`config.mk`:
```
export PLATFORM = sky130hd
export DESIGN_NAME = mem_arbiter
export DESIGN_NICKNAME = d
export VERILOG_FILES = /design/src/rtl/mem_arbiter_pkg.sv /design/src/rtl/mem_arbiter_rr_pick.sv /design/src/rtl/mem_arbiter.sv
export SDC_FILE = /design/constraint.sdc
export NUM_CORES = 1
export LEC_CHECK = 0
export ABC_AREA = 1
export CORE_MARGIN = 2
export CORE_UTILIZATION = 45
export DETAILED_ROUTE_END_ITERATION = 8
export PLACE_DENSITY = 0.89
export SKIP_LAST_GASP = 1
export SYNTH_ARGS = -nofsm -noshare
export SYNTH_HDL_FRONTEND = slang
export SYNTH_SLANG_ARGS = --single-unit
```
`constraint.sdc`:
```
create_clock -name CLK -period 2.9 [get_ports CLK]
set_input_delay 0.435 -clock CLK [delete_from_list [all_inputs] [get_ports CLK]]
set_output_delay 0.435 -clock CLK [all_outputs]
set_load 0.01 [all_outputs]
```
`src/rtl/mem_arbiter_pkg.sv`:
```
// Shared types and helpers for the round-robin mem arbiter.
package mem_arbiter_pkg;

  localparam int unsigned STATE_W = 2;
  localparam int unsigned TMO_W   = 8;

  typedef enum logic [STATE_W-1:0] {
    IDLE  = 2'd0,
    ISSUE = 2'd1,
    DRAIN = 2'd2,
    DONE  = 2'd3
  } state_t;

  // Width of a requester index; never below one bit.
  function automatic int unsigned idx_w(input int unsigned n);
    return (n <= 2) ? 1 : $clog2(n);
  endfunction

endpackage

```
`src/rtl/mem_arbiter_rr_pick.sv`:
```
// Combinational round-robin picker: first set request after rr_ptr, wrapping.
module mem_arbiter_rr_pick
  import mem_arbiter_pkg::*;
#(
  parameter int unsigned NREQ = 2,
  parameter int unsigned IW   = idx_w(NREQ)
) (
  input  logic [NREQ-1:0] req,
  input  logic [IW-1:0]   rr_ptr,
  output logic            valid,
  output logic [IW-1:0]   gnt
);

  logic [IW-1:0] cand;

  // Scan from farthest to nearest so the nearest set bit after rr_ptr wins.
  always_comb begin
    valid = 1'b0;
    gnt   = '0;
    cand  = '0;
    for (int unsigned k = NREQ; k > 0; k--) begin
      cand = IW'((32'(rr_ptr) + k) % NREQ);
      if (req[cand]) begin
        valid = 1'b1;
        gnt   = cand;
      end
    end
  end

endmodule

```
`src/rtl/mem_arbiter.sv`:
```
// Round-robin arbiter sharing one 4-phase REQ/ACK mem port among NREQ requesters,
// with a watchdog that aborts a mem access that is never acknowledged.
module mem_arbiter
  import mem_arbiter_pkg::*;
#(
  parameter int unsigned NREQ    = 2,
  parameter int unsigned AW      = 16,
  parameter int unsigned DW      = 16,
  parameter int unsigned TIMEOUT = 64
) (
  input  logic             CLK,
  input  logic             nRST,
  input  logic [NREQ-1:0]  REQ,
  input  logic [NREQ-1:0]  WEN,
  input  logic [NREQ*AW-1:0] ADDR,
  input  logic [NREQ*DW-1:0] DIN,
  output logic [DW-1:0]    DOUT,
  output logic [NREQ-1:0]  ACK,
  output logic             ERR,
  output logic             M_REQ,
  output logic             M_WEN,
  output logic [AW-1:0]    M_ADDR,
  output logic [DW-1:0]    M_DIN,
  input  logic [DW-1:0]    M_DOUT,
  input  logic             M_ACK
);

  localparam int unsigned IW = idx_w(NREQ);

  state_t           state;
  logic [IW-1:0]    gnt;
  logic [IW-1:0]    rr_ptr;
  logic [TMO_W-1:0] tmo_cnt;
  logic [DW-1:0]    rdata;
  logic             err;
  logic             pick_valid;
  logic [IW-1:0]    pick_gnt;

  mem_arbiter_rr_pick #(
    .NREQ (NREQ),
    .IW   (IW)
  ) u_rr_pick (
    .req    (REQ),
    .rr_ptr (rr_ptr),
    .valid  (pick_valid),
    .gnt    (pick_gnt)
  );

  always_ff @(posedge CLK or negedge nRST) begin
    if (!nRST) begin
      state   <= IDLE;
      gnt     <= '0;
      rr_ptr  <= IW'(NREQ - 1);
      tmo_cnt <= '0;
      rdata   <= '0;
      err     <= 1'b0;
      DOUT    <= '0;
      ACK     <= '0;
      ERR     <= 1'b0;
      M_REQ   <= 1'b0;
      M_WEN   <= 1'b0;
      M_ADDR  <= '0;
      M_DIN   <= '0;
    end else begin
      case (state)
        // Grant and latch the winner's request; its inputs are ignored afterwards.
        IDLE: begin
          if (pick_valid) begin
            gnt     <= pick_gnt;
            M_ADDR  <= ADDR[int'(pick_gnt)*AW +: AW];
            M_DIN   <= DIN[int'(pick_gnt)*DW +: DW];
            M_WEN   <= WEN[pick_gnt];
            M_REQ   <= 1'b1;
            tmo_cnt <= '0;
            state   <= ISSUE;
          end
        end
        ISSUE: begin
          if (M_ACK) begin
            M_REQ <= 1'b0;
            rdata <= M_WEN ? '0 : M_DOUT;
            err   <= 1'b0;
            state <= DRAIN;
          end else begin
            tmo_cnt <= tmo_cnt + TMO_W'(1);
            if (tmo_cnt == TMO_W'(TIMEOUT - 1)) begin
              M_REQ <= 1'b0;
              rdata <= '0;
              err   <= 1'b1;
              state <= DRAIN;
            end
          end
        end
        // Finish the mem-side handshake (including a late ACK) before answering.
        DRAIN: begin
          if (!M_ACK) begin
            ACK   <= NREQ'(1) << gnt;
            DOUT  <= rdata;
            ERR   <= err;
            state <= DONE;
          end
        end
        DONE: begin
          if (!REQ[gnt]) begin
            ACK    <= '0;
            ERR    <= 1'b0;
            DOUT   <= '0;
            rr_ptr <= gnt;
            state  <= IDLE;
          end
        end
        default: state <= IDLE;
      endcase
    end
  end

endmodule
```
==> reports/metrics.csv <==
metric,value,unit
Sink Count,82,
required time of the worst setup path,3180,ps
post-CTS setup buffers,0,
worst slew pin tran,1020,ps
final antenna diode count,0,
Leak,2.52,nW
number of distinct library cells after synthesis,26,
post-synth net total,541,
placed insts,671,
Die H,96.4,um
worst r2r dst,DOUT[6],
"Data arrival, critical path",2250,ps
# fillers,678,
DR WL/cell,14.7,um
relative slew slack,0.319,
maximum number of pins on one net before global-route repair,83,
Seq cells post-synth,82,
WL final,10100,um
Worst-path clk slew,80,ps
Tightest Hold Check Type,in -> async,
"Avg Cell Area, Syn",8.56,sq um
maxcap violations,0,
First-pass DRT Iterations,4,
r2r worst-path depth,6,
CTS root buf,clkbuf_8,
most area-consuming cells after synthesis,"dfrtp_1 53%, nand2_1 15%, o31ai_1 6.4%",
max-slew violation count,0,
"Power, Total",5.25,mW
"non-filler cells, final",687,
Max VDD drop,444,uV
RSZ-0062 raised after global routing,false,
DRT antenna net count,0,
final net count,669,
worst path cell trace,clkdlybuf4s50_1 > inv_1 > nand2_1 > nand3_2 > o211ai_2 > buf_4 > nand2_1 > o21ai_2,
CP Max Fanout,22,
setup_tns,0,ps
first-pass GRT wire length,15900,um
Vias,3571,
post-synthesis sequential area ratio,0.534,
CP bufs+invs,3,
RR Startpoint,state[0],
Place WS,611,ps
CTS H-Tree Depth,3,
worst skew pair latency,360,ps
"commonest non-fill, non-tap cells in the layout","154 x nand2_1, 138 x clkdlybuf4s50_1, 81 x dfrtp_1",
layout cell share with drive strength beyond 1,0.0722,
CTS resizes,0,
CTS Hold Bufs,0,
DR iter-0 viols,174,
initial core utilization,0.466,
row cnt,33,
Reg area,2050,sq um
Async SR Flop Fraction,1.00,
Die ar.,9300,sq um
final setup violation count,0,
post-synthesis cell area,3840,sq um
Ys Warns,0,
CP Capture Type,register,
I/O Buffers,139,
Yosys top cell by area,dfrtp_1,
multi-input logic area,1570,sq um
worst setup path class,in -> reg,
maximum clock path buffer count,2,
CP startpoint kind,primary input,
initial antenna violation count,0,
minimum clock period,1970,ps
"Slowest-stage cell, CP",clkdlybuf4s50_1,
DRC Markers,0,
number of global-route vias before repair,3463,
Final Cycle Share,0.679,
Fin. Hold Viols,0,
Vias/cell,5.20,
run status,"complete, no violations",
Routability Congestion,0.805,
Clock Skews,14.0,ps
max incr delay on CP,680,ps
Max Fclk,0.508,GHz
Post-synth EDFFs,0,
"Largest delay share family, worst path",buffers and inverters,
Final WS setup,932,ps
Area Overhead vs Synth,41.9,%
fin util,0.661,
post-synth top area share,0.527,
"commonest non-fill, non-tap cell in the layout",nand2_1,
hpwl dp,7350,um
Top Ports,140,
cell mode on critical path,nand2_1,
Worst setup startpoint,REQ[1],
GRT overflow,0,
Num CTS Buffers,9,
PD cells,962,nW/um^2
flop-to-flop setup slack,980,ps
Mapped Cells,449,
CTS tree,done,
core footprint,8260,sq um
Die X-Extent,96.4,um
Global Route Usage Sum,0.221,
"Primary FF master, synth",dfrtp_1,
-- where the power goes --
part / internal (mW) / leakage, nW / total [mW] / switching (mW)
Sequential: 1.64 / 1.04 / 1.93 / 0.296
Clock: 0.486 / 0.108 / 0.898 / 0.412
Combinational: 1.12 / 1.37 / 2.42 / 1.29
Total: 3.25 / 2.52 / 5.25 / 2.00
-- cells by family after synthesis --
group / Yosys count / share of synthesized area
adders and majority gates: 5 / 0.0163
and+or+nand+nor: 217 / 0.226
DFF: 82 / 0.534
buffers and inverters: 46 / 0.0605
AOI/OAI and AO/OA: 99 / 0.164
-- routing by layer --
metal / vias to the layer above / wire, um / global-route usage
li1: 1725 / - / -
met1: 1677 / 3980 / 0.257
met2: 144 / 5030 / 0.374
met3: 25 / 834 / 0.0791
met4: 0 / 286 / 0.0833
met5: - / 0 / 0
-- cell usage after synthesis (4+ instances only) --
cell,instances
nor2_1,38
buf_6,5
o21ai_0,15
nand3_1,10
inv_1,19
buf_4,4
nand2_1,154
dfrtp_1,81
o21ai_1,4
buf_2,5
ha_1,5
nand2_2,4
a21oi_1,34
clkbuf_1,11
o21ai_2,11
nand4_1,5
o31ai_1,33
-- how the worst max path moves through the flow --
stage	endpoint	slack, ps	cells past startpoint
final	DOUT[6]	930	8
after global routing	DOUT[6]	790	6
after global placement	DOUT[14]	710	7
after CTS	DOUT[6]	970	8
after floorplan	tmo_cnt[5]	1420	9
after detailed placement	DOUT[6]	610	8
-- area by class of cell --
| cell class | instances | area share |
|---|---|---|
| Clock inverter | 5 | 0.0144 |
| Tap cell | 105 | 0.0241 |
| Timing Repair Buffer | 143 | 0.260 |
| Inverter | 20 | 0.0138 |
| Multi-Input combinational cell | 321 | 0.287 |
| Sequential cell | 82 | 0.376 |
| Clock buffer | 11 | 0.0241 |
-- worst register-to-register path, stage by stage (launching register included) --
cell	delay (ps)
dfrtp_1	410
inv_1	90
ha_1	250
o211ai_2	500
buf_4	390
nand2_1	140
o21ai_2	90
-- registers in the layout, summed over array words and instances, names as in the netlist, 2 cells and up --
| register | count |
|---|---|
| M_ADDR | 16 |
| tmo_cnt | 8 |
| rdata | 16 |
| DOUT | 16 |
| state | 2 |
| M_DIN | 16 |
| ACK | 2 |
-- stage by stage --
stage | hold slack (ps) | cell area, sq um
global route | 329 | 5460
global placement | 454 | 5250
floorplan | 139 | 3840
finish | 223 | 5460
detailed placement | 460 | 5250
CTS | 277 | 5460
(Power assumes the default switching activity.)
